<file path="config.mk">
export PLATFORM = sky130hd
export DESIGN_NAME = serial_select_subtractor
export DESIGN_NICKNAME = d
export VERILOG_FILES = /design/src/rtl/serial_select_subtractor.sv
export SDC_FILE = /design/constraint.sdc
export NUM_CORES = 1
export LEC_CHECK = 0
export CORE_MARGIN = 3
export CORE_UTILIZATION = 33
export CTS_CLUSTER_SIZE = 10
export DETAILED_ROUTE_END_ITERATION = 10
export GPL_TIMING_DRIVEN = 0
export PLACE_DENSITY = 0.67
export SLEW_MARGIN = 10
export SYNTH_ARGS = -nofsm -noshare
export SYNTH_HDL_FRONTEND = slang
export SYNTH_SLANG_ARGS = --single-unit
</file>
<file path="constraint.sdc">
create_clock -name clk -period 5.6 [get_ports clk]
set_clock_uncertainty 0.15 [all_clocks]
set_input_delay 0.56 -clock clk [delete_from_list [all_inputs] [get_ports clk]]
set_output_delay 0.56 -clock clk [all_outputs]
set_load 0.02 [all_outputs]
</file>
<file path="src/rtl/serial_select_subtractor.sv">
// Digit-serial subtractor: diff = a - b - bin, DIGIT bits per clock, LSB digit first.
// Each slice forms both borrow-in results and the registered borrow selects one.
module serial_select_subtractor #(
   parameter int WIDTH      = 32,
   parameter int DIGIT      = 4,
   parameter int NUM_DIGITS = WIDTH / DIGIT
) (
   input  logic             clk,
   input  logic             rst,
   input  logic             in_valid,
   output logic             in_ready,
   input  logic [WIDTH-1:0] a,
   input  logic [WIDTH-1:0] b,
   input  logic             bin,
   output logic             out_valid,
   input  logic             out_ready,
   output logic [WIDTH-1:0] diff,
   output logic             bout,
   output logic             ovf,
   output logic             zero
);

   localparam int            CW   = (NUM_DIGITS > 1) ? $clog2(NUM_DIGITS) : 1;
   localparam logic [CW-1:0] LAST = CW'(NUM_DIGITS - 1);

   typedef enum logic [1:0] {
      IDLE = 2'd0,
      RUN  = 2'd1,
      DONE = 2'd2
   } state_t;

   // Bit DIGIT of the result is the borrow-out: a negative difference wraps it to 1.
   function automatic logic [DIGIT:0] digit_sub(
      input logic [DIGIT-1:0] x,
      input logic [DIGIT-1:0] y,
      input logic             bi
   );
      return {1'b0, x} - {1'b0, y} - {{DIGIT{1'b0}}, bi};
   endfunction

   state_t           state_q, state_d;
   logic [WIDTH-1:0] a_q, a_d;
   logic [WIDTH-1:0] b_q, b_d;
   logic             a_msb_q, a_msb_d;
   logic             b_msb_q, b_msb_d;
   logic             borrow_q, borrow_d;
   logic [CW-1:0]    count_q, count_d;
   logic [WIDTH-1:0] diff_q, diff_d;
   logic             bout_q, bout_d;
   logic             ovf_q, ovf_d;
   logic             zero_q, zero_d;
   logic             in_ready_q, in_ready_d;
   logic             out_valid_q, out_valid_d;

   logic [DIGIT:0]   sub0_s;
   logic [DIGIT:0]   sub1_s;
   logic [DIGIT:0]   sel_s;

   // Both borrow-in cases for the current low digit, then the borrow-driven select.
   always_comb begin
      sub0_s = digit_sub(a_q[DIGIT-1:0], b_q[DIGIT-1:0], 1'b0);
      sub1_s = digit_sub(a_q[DIGIT-1:0], b_q[DIGIT-1:0], 1'b1);
      if (borrow_q) begin
         sel_s = sub1_s;
      end else begin
         sel_s = sub0_s;
      end
   end

   // Next-state and datapath update; operands shift right so the active digit is always at bit 0.
   always_comb begin
      state_d     = state_q;
      a_d         = a_q;
      b_d         = b_q;
      a_msb_d     = a_msb_q;
      b_msb_d     = b_msb_q;
      borrow_d    = borrow_q;
      count_d     = count_q;
      diff_d      = diff_q;
      bout_d      = bout_q;
      ovf_d       = ovf_q;
      zero_d      = zero_q;
      in_ready_d  = in_ready_q;
      out_valid_d = out_valid_q;

      case (state_q)
         IDLE: begin
            if (in_valid && in_ready_q) begin
               a_d        = a;
               b_d        = b;
               a_msb_d    = a[WIDTH-1];
               b_msb_d    = b[WIDTH-1];
               borrow_d   = bin;
               count_d    = {CW{1'b0}};
               in_ready_d = 1'b0;
               state_d    = RUN;
            end else begin
               in_ready_d = 1'b1;
            end
         end

         RUN: begin
            diff_d[int'(count_q) * DIGIT +: DIGIT] = sel_s[DIGIT-1:0];
            borrow_d = sel_s[DIGIT];
            a_d      = a_q >> DIGIT;
            b_d      = b_q >> DIGIT;
            count_d  = count_q + CW'(1);
            if (count_q == LAST) begin
               bout_d      = sel_s[DIGIT];
               ovf_d       = (a_msb_q != b_msb_q) && (diff_d[WIDTH-1] != a_msb_q);
               zero_d      = (diff_d == {WIDTH{1'b0}});
               out_valid_d = 1'b1;
               state_d     = DONE;
            end else begin
               state_d = RUN;
            end
         end

         DONE: begin
            if (out_ready) begin
               out_valid_d = 1'b0;
               in_ready_d  = 1'b1;
               state_d     = IDLE;
            end else begin
               state_d = DONE;
            end
         end

         default: begin
            state_d     = IDLE;
            in_ready_d  = 1'b1;
            out_valid_d = 1'b0;
         end
      endcase
   end

   // State, datapath and registered handshake/result outputs.
   always_ff @(posedge clk or posedge rst) begin
      if (rst) begin
         state_q     <= IDLE;
         a_q         <= {WIDTH{1'b0}};
         b_q         <= {WIDTH{1'b0}};
         a_msb_q     <= 1'b0;
         b_msb_q     <= 1'b0;
         borrow_q    <= 1'b0;
         count_q     <= {CW{1'b0}};
         diff_q      <= {WIDTH{1'b0}};
         bout_q      <= 1'b0;
         ovf_q       <= 1'b0;
         zero_q      <= 1'b0;
         in_ready_q  <= 1'b1;
         out_valid_q <= 1'b0;
      end else begin
         state_q     <= state_d;
         a_q         <= a_d;
         b_q         <= b_d;
         a_msb_q     <= a_msb_d;
         b_msb_q     <= b_msb_d;
         borrow_q    <= borrow_d;
         count_q     <= count_d;
         diff_q      <= diff_d;
         bout_q      <= bout_d;
         ovf_q       <= ovf_d;
         zero_q      <= zero_d;
         in_ready_q  <= in_ready_d;
         out_valid_q <= out_valid_d;
      end
   end

   assign in_ready  = in_ready_q;
   assign out_valid = out_valid_q;
   assign diff      = diff_q;
   assign bout      = bout_q;
   assign ovf       = ovf_q;
   assign zero      = zero_q;

endmodule

</file>
; ---- Word-level counts from Yosys, hierarchy flattened
; Cells that the tools add are included.
[totals]
wordCells = 59
regBits = 109
in_bits = 69
[op_classes]
n_shift = 2
bitwise_logic = 2
muxes = 20
n_eq_ne = 8
reduce_logical = 10
addsub = 4
[op_table]
columns = op, count
row1 = $pmux 32 s2, 2
row2 = $mux 32, 2
row3 = $neg 5->33, 1
row4 = $shift 4x33->32 const A, 1
row5 = $shiftx 4x33->32, 1
row6 = $bwmux 32, 1
row7 = $logic_not 32->1, 1
row8 = $reduce_and 2->1, 4
row9 = $mux 2, 3
row10 = $ne 2x2->1 const B, 3
row11 = $pmux 1 s3, 2
row12 = $pmux 2 s3, 1
row13 = $pmux 3 s2, 1
row14 = $mux 1, 5
row15 = $mux 5, 1
row16 = $sub 4x4->5, 1
row17 = $sub 5x1->5 const B, 1
row18 = $add 3x1->3 const B, 1
row19 = $eq 3x3->1 const B, 1
row20 = $mux 3, 1
row21 = $reduce_and 3->1, 1
row22 = $eq 2x1->1 const B, 1
row23 = $eq 2x2->1 const B, 1
row24 = $logic_and 1x1->1, 2
row25 = other kinds (5), 7

; ---- Logic depth before layout (Yosys ltp)
[depth]
depth_word = 7
mapped_depth = 11
depth_no_buf = 10

; ---- Least setup slack after synthesis
; OpenSTA, ideal clock, no wires.
[synth_timing]
path_type = flip-flop to flip-flop
start = register count_q[0]
end = register zero_q (netlist: zero)
t_required_ns = 5.358
path_slack_ns = 2.821
arrival_ns = 2.537
setup_ns = 0.092
period_less_slack_ns = 2.779
stages_incl_launch_ff = 11
path_cell_list = dfrtp_1 -> buf_6 -> inv_1 -> ha_1 -> ha_1 -> or4b_4 -> nor3_2 -> o22ai_1 -> nor4_1 -> nand4_1 -> o31ai_2
[synth_between]
elab_chain_cells = 4
[synth_lines]
columns = item, line
row1 = "start, declared", 47  ; logic [CW-1:0] count_q, count_d;
row2 = "start signal, assigned", 146  ; count_q <= {CW{1'b0}};
row3 = "start signal, assigned", 160  ; count_q <= count_d;
row4 = $neg 5->33, 103  ; diff_d[int'(count_q) * DIGIT +: DIGIT] = sel_s[DIGIT-1:0];
row5 = $shiftx 4x33->32 or $shift 4x33->32 (tied branches), 103
row6 = $bwmux 32, 103
row7 = $logic_not 32->1, 111  ; zero_d = (diff_d == {WIDTH{1'b0}});
row8 = "end signal, assigned", 164  ; zero_q <= zero_d;
row9 = "end, declared", 51  ; logic zero_q, zero_d;
; Parallel ways exist; a longest one is shown, timed or not.
; A chain may end at the register's enable or synchronous reset.

; ---- Final worst setup path
[layout_timing]
start = register b_q[0]
end = register zero_q (netlist: zero)
[layout_between]
elab_chain_cells = 6
[layout_lines]
columns = item, line
row1 = "start, declared", 43  ; logic [WIDTH-1:0] b_q, b_d;
row2 = "start signal, assigned", 142  ; b_q <= {WIDTH{1'b0}};
row3 = $sub 4x4->5 (*), 38  ; return {1'b0, x} - {1'b0, y} - {{DIGIT{1'b0}}, bi};
row4 = $sub 5x1->5, 38
row5 = $mux 5 (*), 63  ; if (borrow_q) begin
row6 = $shiftx 4x33->32 (*), 103
row7 = $bwmux 32 (*), 103
row8 = $logic_not 32->1 (*), 111
; Every way passes the cells marked *; elsewhere a longest branch is shown, timed or not.

==> summary.txt <==
Finish
  • Filler Cell Count: 1561
  • Layout cells sized above 1: 10.1%
  • Syn-to-layout area delta: 30.1%
  • Nets: 742
  • N_diodes: 0
  • Post-Layout Cell Count: 881

Worst setup path
  • Startpoint Class: register
  • Critical path's most frequent cell: ha_1
  • Critical Path AT: 3430 ps
  • CP Capture Type: register
  • CP delay by family, top: adder cells
  • Critical path's largest stage delay: 660 ps
  • Worst-path maximum fanout: 7
  • CP max-delay cell: xnor2_1
  • Crit path kind: reg2reg
  • Reg2reg start: b_q[0]
  • CP Buf/Inv Count: 0
  • Crit path from: b_q[0]
  • Critical path, cell by cell: ha_1, fa_1, ha_1, nand2_1, xnor2_1, nor2_1, or4_4, o31ai_2
  • Req. time, crit path: 5710 ps

GRT
  • Largest net degree at the start of global routing: 58
  • Initial antenna violation count: 0
  • First-pass GRT wire length: 23.6 mm
  • Total track usage: 16.2%
  • Vias in the first global route: 4665
  • GRT overflow: 0

STA
  • Slew Limit Fails: 0
  • WHS: 330 ps
  • Least-Margin Pin Slew: 1090 ps
  • Crit share post-route: 59.2%
  • FMAX: 301 MHz
  • Post-route setup TNS: 0 ps
  • Fin crit period: 3320 ps
  • Final Setup Violations: 0
  • RSZ-0062 raised after global routing: no
  • Final hold vios: 0
  • Relative slew slack: 27.0%

Synthesis
  • Synthesized Nets: 625
  • Number of synthesized flops with an enable pin: 0
  • Seq/Total Area, Yosys: 49.6%
  • Yosys top cell area share: 49.1%
  • Netlist Area Pre-Place: 0.00550 mm²
  • Post-synth top flop: dfrtp_1
  • Post-Syn Area per Cell: 10.1 µm²
  • Synthesized flop and latch total: 109
  • Unique masters post-synth: 61
  • Synth warnings: 0
  • Area contributors post-synth: dfrtp_1, mux2i_1, o21ai_0
  • Ys async rst share: 100%
  • Post-Synthesis Cells: 543
  • Top cell type by total area after synthesis: dfrtp_1

CTS
  • Resized Gates After CTS: 0
  • Hold_buf cts: 0
  • CTS Buf Count: 9
  • # clock sinks: 109
  • Worst-Skew Late Latency: 350 ps
  • Clock root buffer: clkbuf_16
  • H-tree depth: 3
  • Worst-path clk slew: 80 ps
  • CTS Buffer Depth: 2
  • CTS tree: yes
  • Number of post-CTS setup repair buffers: 0

Drt
  • Routed length per placed instance: 16.4 µm
  • Via density: 5.07
  • Post-Route WL: 14.4 mm
  • Initial detailed-routing violation count: 356
  • Antenna viol nets, final: 0
  • 1st-pass router iterations: 7
  • DR DRC count: 0
  • Total number of vias: 4466

Flow run
  • Max-cap viol count: 0

Floorplanning
  • Die Area: 0.0183 mm²
  • Die height: 135 µm
  • Starting Density: 34.1%
  • Num rows: 46
  • Core footprint: 0.0161 mm²
  • Die Wd: 135 µm
  • I/O pin cnt: 106

Power
  • Power Density: 570 mW/mm²
  • Static Leak: 2.99 nW
  • Maximum VDD drop: 0.211 mV

Run status
  • Status: complete, no violations

Place
  • Dpl cells: 865
  • Post-DP HPWL: 10.9 mm
  • Placer Congestion: 0.882
  • Port bufs: 105

Worst hold path
  • Min-delay src: a_q[19]
  • Type of the worst min-delay path: reg2reg
-- cells in the final DEF, fill, tap and decap left out, types with 2 or more instances in the layout --
cell             count
nor2b_1              4
a21oi_1              7
o22ai_1              2
clkbuf_1            18
a31oi_1              3
clkdlybuf4s50_1    105
clkbuf_16            9
nand2_1            100
inv_6                3
nand2b_1             6
or3_1                2
o21ai_0             82
nand4_1              2
a211oi_1             2
nor2_1              33
nor3b_1              2
buf_6                3
buf_2                8
a21oi_4              2
or3b_1               2
a22o_1               2
nand3_1              3
o31ai_1              3
nand3b_1             2
dfrtp_1            108
clkinv_4             2
mux2i_1             57
nor3_1               6
inv_1               10
xor2_1               3
nor4_1               2
mux2_2              25
ha_1                12
-- cell families after synthesis --
| logic type | share of synthesized area [%] |
|---|---|
| simple gates | 14.9 |
| compound gates | 12.6 |
| flops | 49.6 |
| mux | 15.5 |
| buf+inv | 3.25 |
| fa+ha+maj | 3.09 |
| xor+xnor | 1.09 |
-- where the power goes --
group          leakage (nW)  internal [W]  total [W]  switching (W)
combinational          1.40      0.000883    0.00215        0.00126
clock                 0.147      0.000351   0.000650       0.000299
sequential             1.44       0.00107    0.00128       0.000210
total                  2.99       0.00230    0.00407        0.00177
-- flip-flops by register name (all words and copies together), names as in the netlist --
signal,flops
a_q,32
b_q,32
diff,32
count_q,3
state_q,2
a_msb_q,1
b_msb_q,1
borrow_q,1
bout,1
in_ready,1
out_valid,1
ovf,1
zero,1
-- synthesized netlist by cell type (all sizes together) (2+ instances only) --
master / number
nand4: 2
nand3: 3
o31ai: 4
or3b: 3
nand3b: 3
nor2: 34
o22ai: 2
or4: 2
nor3b: 2
nor3: 7
nor4: 3
a211oi: 2
or3: 2
dfrtp: 108
buf: 11
clkbuf: 17
nand2b: 6
inv: 11
nand2: 100
a22o: 2
mux2i: 57
mux2: 25
a31oi: 3
a21oi: 9
o21ai: 83
ha: 12
nor2b: 4
xor2: 3
-- worst reg2reg max path, stage by stage, from the launching register on --
cell     delay [ps]
dfrtp_1         410
ha_1            220
fa_1            590
ha_1            200
nand2_1          70
xnor2_1         660
nor2_1          120
or4_4           560
o31ai_2         250
-- metal layers --
metal / routed length [µm] / vias to the layer above / GRT usage (%)
li1: - / 2140 / -
met1: 6560 / 2193 / 21.6
met2: 6980 / 114 / 26.7
met3: 642 / 19 / 2.98
met4: 229 / 0 / 5.54
met5: 0 / - / 0
-- per-stage QoR --
stage	power (W)	setup WS (ps)	instance area [µm²]	util [%]
2_1_floorplan	0.00269	2020	5500	-
5_1_grt	0.00437	2120	7150	44.4
3_3_place_gp	0.00335	439	6820	42.3
6_report	0.00407	2280	7150	44.4
3_5_place_dp	0.00343	2280	6850	42.5
4_1_cts	0.00408	2330	7150	44.4
-- area by class of cell --
| type | count | area (µm²) | area share [%] |
|---|---|---|---|
| plain buffers | 28 | 138 | 1.92 |
| clock buffers | 10 | 229 | 3.20 |
| clock inverters | 6 | 70.1 | 0.980 |
| inverters | 11 | 46.3 | 0.647 |
| multi-input cells | 395 | 2590 | 36.2 |
| flip-flops and latches | 109 | 2730 | 38.1 |
| well taps | 216 | 270 | 3.78 |
| repair buffers | 106 | 1080 | 15.1 |
-- path summary, 6_finish.rpt --
check / end / slack, ps / depth (start not counted)
setup reg to reg: zero / 2280 / 8
setup / recovery: zero / 2280 / 8
max in group asynchronous: diff[16] / 4190 / 3
min in group asynchronous: b_q[28] / 470 / 2
hold reg to reg: a_q[15] / 330 / 2
hold / removal: a_q[15] / 330 / 2
Power figures use the tool's default switching activity.
